===== src/rtl/mem_arbiter.sv =====
// Two-port (instruction / data) arbiter onto one shared Wishbone-style memory bus.
// Ties go round-robin or to the data port, selected by ROUND_ROBIN.
module mem_arbiter #(
    parameter int unsigned ROUND_ROBIN = 1
) (
    input  logic         clk,
    input  logic         reset,
    // instruction port
    input  logic         i_cyc,
    input  logic         i_stb,
    input  logic [15:0]  i_addr,
    output logic [127:0] i_rdata,
    output logic         i_ack,
    // data port
    input  logic         d_cyc,
    input  logic         d_stb,
    input  logic         d_we,
    input  logic [15:0]  d_addr,
    input  logic [127:0] d_wdata,
    input  logic [15:0]  d_sel,
    output logic [127:0] d_rdata,
    output logic         d_ack,
    // shared memory port
    output logic         m_cyc,
    output logic         m_stb,
    output logic         m_we,
    output logic [15:0]  m_addr,
    output logic [127:0] m_wdata,
    output logic [15:0]  m_sel,
    input  logic [127:0] m_rdata,
    input  logic         m_ack
);

    typedef enum logic [1:0] {
        IDLE    = 2'b00,
        GRANT_I = 2'b01,
        GRANT_D = 2'b10
    } state_t;

    localparam logic PORT_I = 1'b0;
    localparam logic PORT_D = 1'b1;

    state_t state_r;
    state_t state_s;
    logic   last_grant_r;
    logic   last_grant_s;
    logic   i_req_s;
    logic   d_req_s;
    logic   i_ack_s;
    logic   d_ack_s;

    // Pick the next owner from the current requests and the most recent winner.
    function automatic state_t arbitrate(input logic i_req, input logic d_req, input logic last);
        state_t st;
        if (i_req && d_req) begin
            if (ROUND_ROBIN != 0) begin
                st = (last == PORT_I) ? GRANT_D : GRANT_I;
            end else begin
                st = GRANT_D;
            end
        end else if (i_req) begin
            st = GRANT_I;
        end else if (d_req) begin
            st = GRANT_D;
        end else begin
            st = IDLE;
        end
        return st;
    endfunction

    assign i_req_s = i_cyc & i_stb;
    assign d_req_s = d_cyc & d_stb;

    // Read data is broadcast; each requester qualifies it with its own ack.
    assign i_rdata = m_rdata;
    assign d_rdata = m_rdata;

    // State and last-winner registers.
    always_ff @(posedge clk) begin
        if (reset) begin
            state_r      <= IDLE;
            last_grant_r <= PORT_I;
        end else begin
            state_r      <= state_s;
            last_grant_r <= last_grant_s;
        end
    end

    // Next-state logic: a completed transfer re-arbitrates immediately so
    // back-to-back grants need no idle bubble; dropping cyc aborts silently.
    always_comb begin
        state_s      = state_r;
        last_grant_s = last_grant_r;
        i_ack_s      = 1'b0;
        d_ack_s      = 1'b0;
        case (state_r)
            IDLE: begin
                state_s = arbitrate(i_req_s, d_req_s, last_grant_r);
            end
            GRANT_I: begin
                if (!i_cyc) begin
                    state_s = IDLE;
                end else if (m_ack) begin
                    i_ack_s      = 1'b1;
                    last_grant_s = PORT_I;
                    state_s      = arbitrate(i_req_s, d_req_s, PORT_I);
                end else begin
                    state_s = GRANT_I;
                end
            end
            GRANT_D: begin
                if (!d_cyc) begin
                    state_s = IDLE;
                end else if (m_ack) begin
                    d_ack_s      = 1'b1;
                    last_grant_s = PORT_D;
                    state_s      = arbitrate(i_req_s, d_req_s, PORT_D);
                end else begin
                    state_s = GRANT_D;
                end
            end
            default: begin
                state_s = IDLE;
            end
        endcase
    end

    // Bus steering from the granted port; reset forces idle values and drops any ack.
    always_comb begin
        m_cyc   = 1'b0;
        m_stb   = 1'b0;
        m_we    = 1'b0;
        m_addr  = 16'h0000;
        m_wdata = 128'h0;
        m_sel   = 16'h0000;
        i_ack   = 1'b0;
        d_ack   = 1'b0;
        if (reset) begin
            m_cyc = 1'b0;
            i_ack = 1'b0;
            d_ack = 1'b0;
        end else begin
            case (state_r)
                GRANT_I: begin
                    m_cyc   = 1'b1;
                    m_stb   = 1'b1;
                    m_we    = 1'b0;
                    m_addr  = i_addr;
                    m_wdata = 128'h0;
                    m_sel   = 16'hFFFF;
                    i_ack   = i_ack_s;
                end
                GRANT_D: begin
                    m_cyc   = 1'b1;
                    m_stb   = 1'b1;
                    m_we    = d_we;
                    m_addr  = d_addr;
                    m_wdata = d_wdata;
                    m_sel   = d_sel;
                    d_ack   = d_ack_s;
                end
                default: begin
                    m_cyc = 1'b0;
                end
            endcase
        end
    end

endmodule


===== config.mk =====
export PLATFORM = sky130hd
export DESIGN_NAME = mem_arbiter
export DESIGN_NICKNAME = d
export VERILOG_FILES = /design/src/rtl/mem_arbiter.sv
export SDC_FILE = /design/constraint.sdc
export NUM_CORES = 1
export LEC_CHECK = 0
export BUFFER_PORTS_ARGS = -buffer_cell sky130_fd_sc_hd__buf_2
export CORE_AREA = 8 8 276 278
export CTS_CLUSTER_DIAMETER = 50
export DETAILED_ROUTE_END_ITERATION = 10
export DIE_AREA = 0 0 284 286
export GPL_TIMING_DRIVEN = 0
export SYNTH_ARGS = -nofsm -noshare
export SYNTH_HDL_FRONTEND = slang
export SYNTH_SLANG_ARGS = --single-unit

===== constraint.sdc =====
create_clock -name clk -period 4.3 [get_ports clk]
set_input_delay 0.86 -clock clk [delete_from_list [all_inputs] [get_ports clk]]
set_output_delay 0.86 -clock clk [all_outputs]
set_load 0.02 [all_outputs]

Word-level counts from Yosys, hierarchy flattened:

Cells that the tools add are included.

* eq/ne operators: 6
* muxes and demuxes: 33
* bitwise gates (word level): 2
* reductions and logical operators: 5

Operator list (count)
* 2-to-1 mux 128 bit: 2
* case mux 16 bit (2 select lines): 2
* 2-to-1 mux 16 bit: 2
* 2-to-1 mux 2 bit: 10
* 2-to-1 mux 1 bit: 15
* != test 2 bit (second input constant): 4
* case mux 2 bit (3 select lines): 1
* AND reduction 5 bit: 1
* bitwise AND 1 bit: 2
* == test 2 x 1 -> 1 bit (second input constant): 1
* == test 2 bit (second input constant): 1
* logical NOT 2 bit: 1
* case mux 1 bit (2 select lines): 1
* nonzero test 2 bit: 1
* OR reduction 2 bit: 1
* logical AND 1 bit: 1

* register bits after elaboration: 3
* output and inout port bits: 421
* word-level logic and storage cells: 48

Logic depth before layout (Yosys ltp):

* word-level depth: 7
* depth in mapped cells: 7
* depth with buffers taken out: 5

Worst setup path after synthesis:

Ideal clock, no wire load.

* kind: input -> output
* from: in reset
* to: out m_stb
* arrival time: 1.608 ns
* slack: 1.832 ns
* stages on the path: 5
* buffers on the path: 3
* path through: nand2b_1 -> buf_2 -> buf_2 -> inv_1 -> buf_4

* word-level cells in the longest chain between the ends: 1

RTL lines
* from (decl): line 7 `input logic reset,`
* 2-to-1 mux 1 bit
* to (decl): line 25 `output logic m_stb,`

Every way passes these cells.

Worst setup path after layout:

* from: reg state_r[0]
* to: out m_addr[5]

* word-level cells in the longest chain between the ends: 3

RTL lines
* from (decl): line 43 `state_t state_r;`
* from (signal assigned): line 84 `state_r <= state_s;`
* == test 2 bit or == test 2 x 1 -> 1 bit (tied branches): line 143 `case (state_r)`
* case mux 16 bit (2 select lines) *: line 143
* 2-to-1 mux 16 bit *: line 138 `if (reset) begin`
* to (decl): line 27 `output logic [15:0] m_addr,`

Mark *: on every way between the ends. The rest lies on a longest branch, timed or not.

==> metrics.yaml <==
p_switching_w: 0.000415
cts_hold_buffers: 0
holdPathStages: 2
r2r-end: "last_grant_r$_SDFFE_PP0P_"
die_x_um: 284
synth_cell_types: 27
power_w: 0.000900
cp.arrival_ns: 2.42
regToRegSetupSlack_ns: 2.58
fillCellCount: 8446
area_growth_pct: 125
gr-usage-all-layers_pct: 8.83
antenna_found_initial: 36
grt_pass1_vias: 5581
place_inst: 2074
peakVddDrop_uv: 128
ys_async_sr_fraction_pct: 0
fmax_ghz: 0.305
synth_xor_area_share_pct: 0
grt_pass1_wl_um: 49100
ant_nets: 0
cap_violations: 0
dp_hpwl_um: 36900
min_to: "last_grant_r$_SDFFE_PP0P_"
fin_cells: 2088
routedWlPerCell_um: 18.8
post_cts_resize_count: 0
multi_input_area_mm2: 0.00133
fp.coreArea_mm2: 0.0721
p_int_w: 0.000485
r2r_cells: 7
synth-compound-area-share_pct: 7.52
cts_tree: "built"
root_buffer: "clkbuf_16"
slew_headroom_pct: 31.5
dieArea_mm2: 0.0812
vias: 5401
routed_wl_um: 39300
end_kind: "output pin"
gp_congestion: 0.778
r2r_start: "state_r[0]$_SDFF_PP0_"
min-delay-start: "last_grant_r$_SDFFE_PP0P_"
io_pins: 733
rsz0062_at_grt: "false"
cts.clk_slew.worst_paths_ns: 0.03
synth.cell_area_mm2: 0.00346
post-route-drc-count: 0
numCtsBuffers: 3
overflow: 0
ys.flop_type: "dfxtp_1"
swShare_pct: 46.1
power_density_mw_per_mm2: 116
synth_cells: 512
synth_edf_count: 0
required_ns: 3.44
worst_hold_path_type: "reg2reg"
synth_fa_ha_area_share_pct: 1.45
syn_area_per_cell_um2: 6.76
grt_max_degree: 11
rows: 99
critPathLaunchType: "flop"
htreeDepth: 1
worst_pin_slew_ns: 1.03
path_class: "reg2out"
ff_latch_area_um2: 60.1
leakage_nw: 4.55
final_nets: 1436
fin_area_mm2: 0.00778
cts_buffer_depth: 2
clkPwrFrac_pct: 16.4
synth_top_family_by_area: "buffers and inverters"
fin_worst_skew_ns: 0.00233
status: "complete, no violations"
die-height_um: 286
routed_via_density: 2.59
cts_setup_buffers: 0
finalCritPeriodShare_pct: 76.2
period_minus_slack_ns: 3.28
synthSimpleGateAreaFrac_pct: 29.3
hold_viol: 0
path_max_fanout: 10
start_util_pct: 4.80
drt_iter0_drc: 182
cts_sinks: 3
synth_seq_cells: 3
drv_slew: 0
port-buffer-count: 603
clk_latency_ns: 0.23
placed_cell_area_mm2: 0.00768
p_comb_share_pct: 80.3
synthesis.nets: 828
setup_tns_ns: 0
firstDrtPassIters: 7
pwr-share-seq_pct: 3.3
ys_seq_area_share_pct: 1.73
layout-drive-gt1-share_pct: 78.7
setup_viol: 0
ys.warnings.count: 0
synth_mux_area_share_pct: 0
-- state kept, by name (all words and copies together) (netlist names) --
signal / count
state_r: 2
last_grant_r: 1
-- worst max-delay path: stages, from the launching register on --
cell,delay [ns]
dfxtp_1,0.32
inv_1,0.08
ha_1,0.14
buf_4,0.23
clkbuf_1,0.79
a22oi_1,0.24
nor2_1,0.14
buf_2,0.24
-- power by group through the flow --
stage / clock [W] / sequential [W] / combinational [W]
CTS: 0.000150 / 0.0000301 / 0.000737
global placement: 0 / 0.0000304 / 0.000733
floorplan: 0 / 0.0000302 / 0.000445
global route: 0.000153 / 0.0000302 / 0.000771
finish: 0.000147 / 0.0000301 / 0.000723
detailed placement: 0 / 0.0000305 / 0.000734
-- cell families after synthesis --
family | count (synthesis)
fa+ha+maj | 4
compound gates | 40
flops | 3
simple gates | 177
buf+inv | 288
-- cell usage after synthesis (all sizes together) (3+ instances only) --
cell type	n	area, µm²
ha	4	50.1
nand3	4	20.0
a21oi	16	80.1
inv	4	15.0
buf	266	1980
dfxtp	3	60.1
a22oi	16	120
clkbuf	18	78.8
and2	129	807
nor2	35	131
-- per-stage QoR --
| step | setup WS (ns) | utilization (%) | hold slack (ns) |
|---|---|---|---|
| 2_1_floorplan | 1.83 | - | 0.511 |
| 3_3_place_gp | 1.06 | 10.7 | 0.561 |
| 3_5_place_dp | 1.05 | 10.7 | 0.553 |
| 4_1_cts | 0.932 | 10.8 | 0.559 |
| 5_1_grt | 0.853 | 10.8 | 0.644 |
| 6_report | 1.02 | 10.8 | 0.547 |
-- per-layer routing --
layer	vias to the layer above	track usage [%]	share of wire [%]
met5	-	0	0.56
met3	48	8.42	20
met1	2304	8.68	34
met4	34	0.521	0.48
met2	456	14.2	44
li1	2559	-	-
-- worst max-delay path by stage --
stage | from | end | slack (ns)
2_1_floorplan | reset | m_stb | 1.83
3_3_place_gp | reset | m_wdata[76] | 1.06
3_5_place_dp | reset | m_wdata[76] | 1.05
4_1_cts | state_r[0]$_SDFF_PP0_ | m_wdata[76] | 0.93
5_1_grt | state_r[0]$_SDFF_PP0_ | m_wdata[76] | 0.85
6_report | state_r[0]$_SDFF_PP0_ | m_addr[5] | 1.02
-- area by class of cell --
type | instances | area share, %
sequential | 3 | 0.772
antenna | 10 | 0.321
clock buffer | 4 | 1.01
buffer | 284 | 26.5
inverter | 4 | 0.193
multi-input combinational | 221 | 17.0
tap | 959 | 15.4
timing repair buffer | 603 | 38.8
-- placed cells by master, fill, tap and decap left out, types with 2 or more instances in the layout --
cell type    n
and2_1     129
clkbuf_1    10
a22oi_1     16
clkbuf_2     9
and3_1       2
buf_2      609
a21oi_1     16
nand3_1      4
ha_1         4
inv_1        4
diode_2     10
a21boi_0     2
nand2b_1     2
nand2_1      2
dfxtp_1      3
clkbuf_16    3
nor2_1      35
buf_4      258
Power figures use the tool's default switching activity.
